$ cat config.mk
export PLATFORM = sky130hd
export DESIGN_NAME = ysyx_23060136_exu_branch_bht
export DESIGN_NICKNAME = d
export VERILOG_FILES = /design/src/rtl/ysyx_23060136_bht_pkg.sv /design/src/rtl/ysyx_23060136_bht_table.sv /design/src/rtl/ysyx_23060136_exu_branch_bht.sv
export SDC_FILE = /design/constraint.sdc
export NUM_CORES = 1
export LEC_CHECK = 0
export CAP_MARGIN = 25
export CORE_AREA = 2 2 145 175
export CTS_CLUSTER_SIZE = 20
export DETAILED_ROUTE_END_ITERATION = 8
export DIE_AREA = 0 0 147 177
export PLACE_DENSITY = 0.67
export RECOVER_POWER = 100
export REMOVE_ABC_BUFFERS = 1
export SYNTH_ARGS = -nofsm -noshare
export SYNTH_HDL_FRONTEND = slang
export SYNTH_SLANG_ARGS = --single-unit
$ cat constraint.sdc
create_clock -name clk -period 5.4 [get_ports clk]
set_clock_uncertainty 0.15 [all_clocks]
set_input_delay 1.62 -clock clk [delete_from_list [all_inputs] [get_ports clk]]
set_output_delay 1.62 -clock clk [all_outputs]
set_load 0.01 [all_outputs]
$ cat src/rtl/ysyx_23060136_bht_pkg.sv
// Shared types and the saturating-counter helper for the EXU branch BHT.
// Module instances size their own index from BHT_DEPTH; the typedefs here describe the default build.
package ysyx_23060136_bht_pkg;

   localparam int unsigned BHT_DEPTH_DEF = 64;
   localparam int unsigned IDX_W         = $clog2(BHT_DEPTH_DEF);
   localparam int unsigned CNT_W_MAX     = 4;

   typedef logic [IDX_W-1:0]     idx_t;
   typedef logic [CNT_W_MAX-1:0] cnt_t;

   // cnt is zero-extended to CNT_W_MAX; cnt_w selects the real counter width.
   function automatic cnt_t sat_update(input cnt_t cnt, input logic taken, input int unsigned cnt_w);
      cnt_t lim;
      lim = cnt_t'((32'd1 << cnt_w) - 32'd1);
      if (taken) begin
         return (cnt == lim) ? cnt : cnt + 1'b1;
      end
      return (cnt == '0) ? cnt : cnt - 1'b1;
   endfunction

endpackage

$ cat src/rtl/ysyx_23060136_bht_table.sv
// Saturating-counter array with a registered write port and a bypassed combinational read port.
module ysyx_23060136_bht_table
   import ysyx_23060136_bht_pkg::*;
#(
   parameter int unsigned DEPTH    = 64,
   parameter int unsigned TBL_IDX_W = 6,
   parameter int unsigned CNT_W    = 2,
   parameter int unsigned CNT_INIT = 1
) (
   input  logic                 clk,
   input  logic                 rst,
   input  logic                 wr_en,
   input  logic [TBL_IDX_W-1:0] wr_idx,
   input  logic                 wr_taken,
   input  logic [TBL_IDX_W-1:0] rd_idx,
   output logic                 rd_taken
);

   logic [CNT_W-1:0] cnt_q [DEPTH];
   logic [CNT_W-1:0] cnt_d [DEPTH];
   logic [CNT_W-1:0] wr_val;
   logic [CNT_W-1:0] rd_val;
   cnt_t             cur_ext;
   cnt_t             new_ext;

   // Back-to-back updates need no forwarding: the previous write has landed before this read.
   always_comb begin
      cur_ext              = '0;
      cur_ext[CNT_W-1:0]   = cnt_q[wr_idx];
      new_ext              = sat_update(cur_ext, wr_taken, CNT_W);
      wr_val               = new_ext[CNT_W-1:0];
   end

   always_comb begin
      for (int unsigned i = 0; i < DEPTH; i++) begin
         cnt_d[i] = cnt_q[i];
      end
      if (wr_en) begin
         cnt_d[wr_idx] = wr_val;
      end
   end

   always_comb begin
      rd_val = cnt_q[rd_idx];
      if (wr_en && (wr_idx == rd_idx)) begin
         rd_val = wr_val;
      end
      rd_taken = rd_val[CNT_W-1];
   end

   always_ff @(posedge clk) begin
      if (rst) begin
         for (int unsigned i = 0; i < DEPTH; i++) begin
            cnt_q[i] <= CNT_W'(CNT_INIT);
         end
      end else begin
         for (int unsigned i = 0; i < DEPTH; i++) begin
            cnt_q[i] <= cnt_d[i];
         end
      end
   end

endmodule

$ cat src/rtl/ysyx_23060136_exu_branch_bht.sv
// EXU branch resolver with built-in BHT: IFU lookup, EXU2 resolve, registered redirect/flush.
// Define YSYX_23060136_BHT_PERF_EN to build the resolved-branch and mispredict counters.
module ysyx_23060136_exu_branch_bht
   import ysyx_23060136_bht_pkg::*;
#(
   parameter int unsigned BITS_W    = 32,
   parameter int unsigned BHT_DEPTH = 64,
   parameter int unsigned CNT_W     = 2,
   parameter int unsigned CNT_INIT  = 1
) (
   input  logic              clk,
   input  logic              rst,
   input  logic [BITS_W-1:0] IFU_pc,
   output logic              IFU_pre_take,
   input  logic              EXU2_valid,
   input  logic              EXU2_is_branch,
   input  logic [BITS_W-1:0] EXU2_pc,
   input  logic              EXU2_jump,
   input  logic              EXU2_pre_take,
   input  logic [BITS_W-1:0] EXU2_target,
   output logic              redirect_valid,
   output logic [BITS_W-1:0] redirect_pc,
   output logic              BRANCH_flushIF,
   output logic              BRANCH_flushID,
   output logic              BRANCH_flushEX1,
   output logic [31:0]       perf_branch_cnt,
   output logic [31:0]       perf_miss_cnt
);

   localparam int unsigned TBL_IDX_W = $clog2(BHT_DEPTH);

   logic [TBL_IDX_W-1:0] ifu_idx, exu_idx;
   logic [TBL_IDX_W-1:0] upd_idx_q, upd_idx_d;
   logic                 upd_valid_q, upd_valid_d;
   logic                 upd_taken_q, upd_taken_d;
   logic                 redirect_valid_q, redirect_valid_d;
   logic [BITS_W-1:0]    redirect_pc_q, redirect_pc_d;
   logic                 squash, fire, miss;
   logic                 ifu_pc_unused;

   assign ifu_idx       = IFU_pc[TBL_IDX_W+1:2];
   assign exu_idx       = EXU2_pc[TBL_IDX_W+1:2];
   assign ifu_pc_unused = ^{IFU_pc[BITS_W-1:TBL_IDX_W+2], IFU_pc[1:0]};

   // Anything arriving while a redirect is visible is wrong-path.
   assign squash = redirect_valid_q;
   assign fire   = EXU2_valid & EXU2_is_branch & ~squash;
   assign miss   = fire & (EXU2_jump ^ EXU2_pre_take);

   always_comb begin
      upd_valid_d      = fire;
      upd_idx_d        = fire ? exu_idx : upd_idx_q;
      upd_taken_d      = fire ? EXU2_jump : upd_taken_q;
      redirect_valid_d = miss;
      redirect_pc_d    = EXU2_jump ? EXU2_target : EXU2_pc + BITS_W'(4);
   end

   always_ff @(posedge clk) begin
      if (rst) begin
         upd_valid_q      <= 1'b0;
         upd_idx_q        <= '0;
         upd_taken_q      <= 1'b0;
         redirect_valid_q <= 1'b0;
         redirect_pc_q    <= '0;
      end else begin
         upd_valid_q      <= upd_valid_d;
         upd_idx_q        <= upd_idx_d;
         upd_taken_q      <= upd_taken_d;
         redirect_valid_q <= redirect_valid_d;
         redirect_pc_q    <= redirect_pc_d;
      end
   end

   ysyx_23060136_bht_table #(
      .DEPTH     (BHT_DEPTH),
      .TBL_IDX_W (TBL_IDX_W),
      .CNT_W     (CNT_W),
      .CNT_INIT  (CNT_INIT)
   ) u_table (
      .clk      (clk),
      .rst      (rst),
      .wr_en    (upd_valid_q),
      .wr_idx   (upd_idx_q),
      .wr_taken (upd_taken_q),
      .rd_idx   (ifu_idx),
      .rd_taken (IFU_pre_take)
   );

   assign redirect_valid  = redirect_valid_q;
   assign redirect_pc     = redirect_pc_q;
   assign BRANCH_flushIF  = redirect_valid_q;
   assign BRANCH_flushID  = redirect_valid_q;
   assign BRANCH_flushEX1 = redirect_valid_q;

`ifdef YSYX_23060136_BHT_PERF_EN
   logic [31:0] perf_branch_q, perf_branch_d;
   logic [31:0] perf_miss_q, perf_miss_d;

   always_comb begin
      perf_branch_d = perf_branch_q + {31'd0, fire};
      perf_miss_d   = perf_miss_q + {31'd0, miss};
   end

   always_ff @(posedge clk) begin
      if (rst) begin
         perf_branch_q <= '0;
         perf_miss_q   <= '0;
      end else begin
         perf_branch_q <= perf_branch_d;
         perf_miss_q   <= perf_miss_d;
      end
   end

   assign perf_branch_cnt = perf_branch_q;
   assign perf_miss_cnt   = perf_miss_q;
`else
   assign perf_branch_cnt = '0;
   assign perf_miss_cnt   = '0;
`endif

endmodule

==> metrics.md <==
| Metric | Value |
|---|---|
| Leak | `3.71 nW` |
| Clk root buf | `clkbuf_16` |
| I/O pins | `203` |
| Placer Congestion | `0.866` |
| Fill cell count | `2436` |
| Cell count after synthesis | `1053` |
| Worst Path Required | `3.63 ns` |
| Peak supply drop | `0.208 mV` |
| CP Class | `input port to output pin` |
| Synth Cell Area | `9560 um^2` |
| Pins Over Slew Limit | `157` |
| Core ar. | `24400 um^2` |
| Via count | `7997` |
| DRT Pass-1 Iters | `5` |
| Critical Path Start Type | `input port` |
| Die extent in x | `147 um` |
| EDFF count, synth | `0` |
| HP Class | `flop to flop` |
| Clock latency on the worst-skew pair | `0.43 ns` |
| Post-DP Area | `10600 um^2` |
| Fin nets | `1231` |
| Final Instance Area | `11100 um^2` |
| CTS tree | `built` |
| Die Ht | `177 um` |
| Post-detail-place hpwl | `17.5 mm` |
| PortBufs | `112` |
| Least-Margin Pin Slew | `1.74 ns` |
| DIE AREA | `26000 um^2` |
| Post-route DRC | `0` |
| Final ANT Viol Nets | `0` |
| Post-layout util | `45.3%` |
| Final wirelength | `25.7 mm` |
| Total track usage | `19.8%` |
| Critical Path End Type | `output pin` |
| Vias/cell | `5.45` |
| Seq/Total Area, Yosys | `36.7%` |
| Storage element area | `3500 um^2` |
| Diode count | `0` |
| Vias in the first global route | `7593` |
| H-Tree Depth | `4` |
| Violated checks | `capacitance limit, slew limit` |
| Total of max-cap violations | `3` |
| Clk sinks | `175` |
| Area Growth Syn to Fin | `15.8%` |
| Multi-input gate area | `5120 um^2` |
| Syn Area/Cell | `9.07 um^2` |
| Initial antenna violation count | `0` |
| Pwr Density | `265 nW/um^2` |
| Status | `complete, but fails checks` |
| Row cnt | `63` |
| Yosys reg bits | `175` |
| Post-synth ARST share | `0%` |
| Minimum clock period | `5.38 ns` |
| Tcrit/Tclk final | `99.6%` |
| Layout cells sized above 1 | `10.9%` |
| Crit path DAT | `3.61 ns` |
| First-iteration detailed-routing DRC count | `629` |
| Synth Flop Type | `dfxtp_1` |
| Yosys warning total | `0` |
| Num CTS Buffers | `17` |
| First-pass GRT wire length | `40.8 mm` |
| Setup violators final | `0` |
| RSZ-0062 raised after global routing | `yes` |
| Starting density of the core | `39.1%` |
| Achievable Freq | `0.186 GHz` |
| Final Hold Vio Count | `0` |
| Drt wl/cell | `17.5 um` |
| Netlist cell types | `53` |
| Crit-path max FO | `5` |
| Slew headroom | `-16.0%` |
| Gr ovfl total | `0` |
| CTS Buffer Depth | `2` |
| Clock Pin Slew Worst Setup and Hold Paths | `0.06 ns` |
| Largest net degree at the start of global routing | `76` |
## layout by cell type (no fill, tap or decap), types with 11 or more instances in the layout
master           count
a211oi_1            13
a21oi_1             83
a311oi_1            63
buf_4               11
clkbuf_16           17
clkdlybuf4s50_1     69
conb_1              64
dfxtp_1            174
dlygate4sd3_1       39
mux2i_1             20
mux4_2              45
nand2_1             88
nand3_1             23
nor2_1             196
o21ai_0             59
xnor2_1             14
xor2_1              20
## kinds of logic after synthesis
logic type	synth area share, %
XOR/XNOR	3.12
adder cells (fa/ha/maj)	0.275
buffers and inverters	10.3
AO/OA/AOI/OAI	18.6
flip-flops	36.7
other	0.0392
multiplexers	14.4
AND/OR/NAND/NOR	16.6
## area by class of cell
type                    count  area share, %
multi-input cells         790           46.2
clock buffers              19           4.00
inverters                   6          0.203
clock inverters            13           1.37
flip-flops and latches    175           31.7
well taps                 325           3.67
repair buffers            138           12.9
## cells in the mapped netlist, drive strengths merged (2+ instances only)
master | count | area (um^2)
nor2 | 196 | 736
dfxtp | 175 | 3500
buf | 105 | 811
nand2 | 89 | 334
a21oi | 83 | 415
o21ai | 71 | 581
a311oi | 63 | 552
mux4 | 49 | 1120
clkbuf | 40 | 150
nand3 | 23 | 115
mux2i | 20 | 200
xor2 | 20 | 175
xnor2 | 14 | 123
a211oi | 13 | 97.6
nand2b | 9 | 56.3
nand4 | 8 | 50.1
nor2b | 7 | 43.8
nand3b | 6 | 45.0
o22ai | 6 | 37.5
and3 | 5 | 31.3
inv | 5 | 18.8
mux2 | 5 | 56.3
and4 | 4 | 35.0
nor3 | 4 | 20.0
a31oi | 3 | 18.8
and2 | 3 | 18.8
nor3b | 3 | 22.5
or2 | 3 | 18.8
a22oi | 2 | 20.0
and3b | 2 | 17.5
o221ai | 2 | 17.5
or3 | 2 | 12.5
or3b | 2 | 17.5
## layer usage
metal  share of wire, %  wire (um)  vias up  track usage [%]
li1                   -          -     3822                -
met1                 40      10400     3781             24.3
met2                 48      12400      343             33.2
met3                8.4       2150       51             5.28
met4                3.0        774        0             7.73
met5                  0          0        -                0
## worst max-delay path, stage by stage
cell and delay, ns:
buf_8 0.11, buf_12 0.12, mux4_2 0.49, mux4_2 0.50, mux4_2 0.46, nand2_1 0.07
o21ai_1 0.07, buf_2 0.15
## flip-flops by register name, summed over array words and instances (netlist names), named ones only
name	count
upd_idx_q	6
redirect_pc	32
BRANCH_flushEX1	1
u_table.cnt_q	128
upd_taken_q	1
upd_valid_q	1
## final timing paths
kind                                     startpoint                   end  slack (ns)  cells past startpoint
worst max-delay path                      IFU_pc[2]          IFU_pre_take        0.02                      8
worst min-delay path            u_table.cnt_q[5][0]   u_table.cnt_q[5][0]        0.31                      2
worst max register to register                 flop  u_table.cnt_q[14][0]        0.57                      9
worst min register to register  u_table.cnt_q[5][0]   u_table.cnt_q[5][0]        0.31                      2
## through the flow
stage,instances,power (mW),setup TNS (ns),hold WS (ns),setup WS [ns]
after detailed placement,1431,1.72,-0.859,0.303,-0.859
after global routing,1466,3.04,-0.0459,0.341,-0.0459
after CTS,1466,2.97,0,0.317,0.0104
after global placement,1429,1.72,-0.868,0.291,-0.868
after floorplan,971,1.52,0,0.275,0.440
final,1466,2.94,0,0.315,0.0241
## power breakdown
group	switching, mW	internal [mW]
Clock	0.548	0.704
Sequential	0.0233	1.31
Combinational	0.198	0.149
## timing repair
item | CTS | global route
buffers inserted | 0 | 0
hold buffers | 0 | 0
setup endpoints to repair | 1 | 1
cloned | 3 | 0
resized for setup | 19 | 0
hold endpoints to repair | 0 | 0
(Power assumes the default switching activity.)
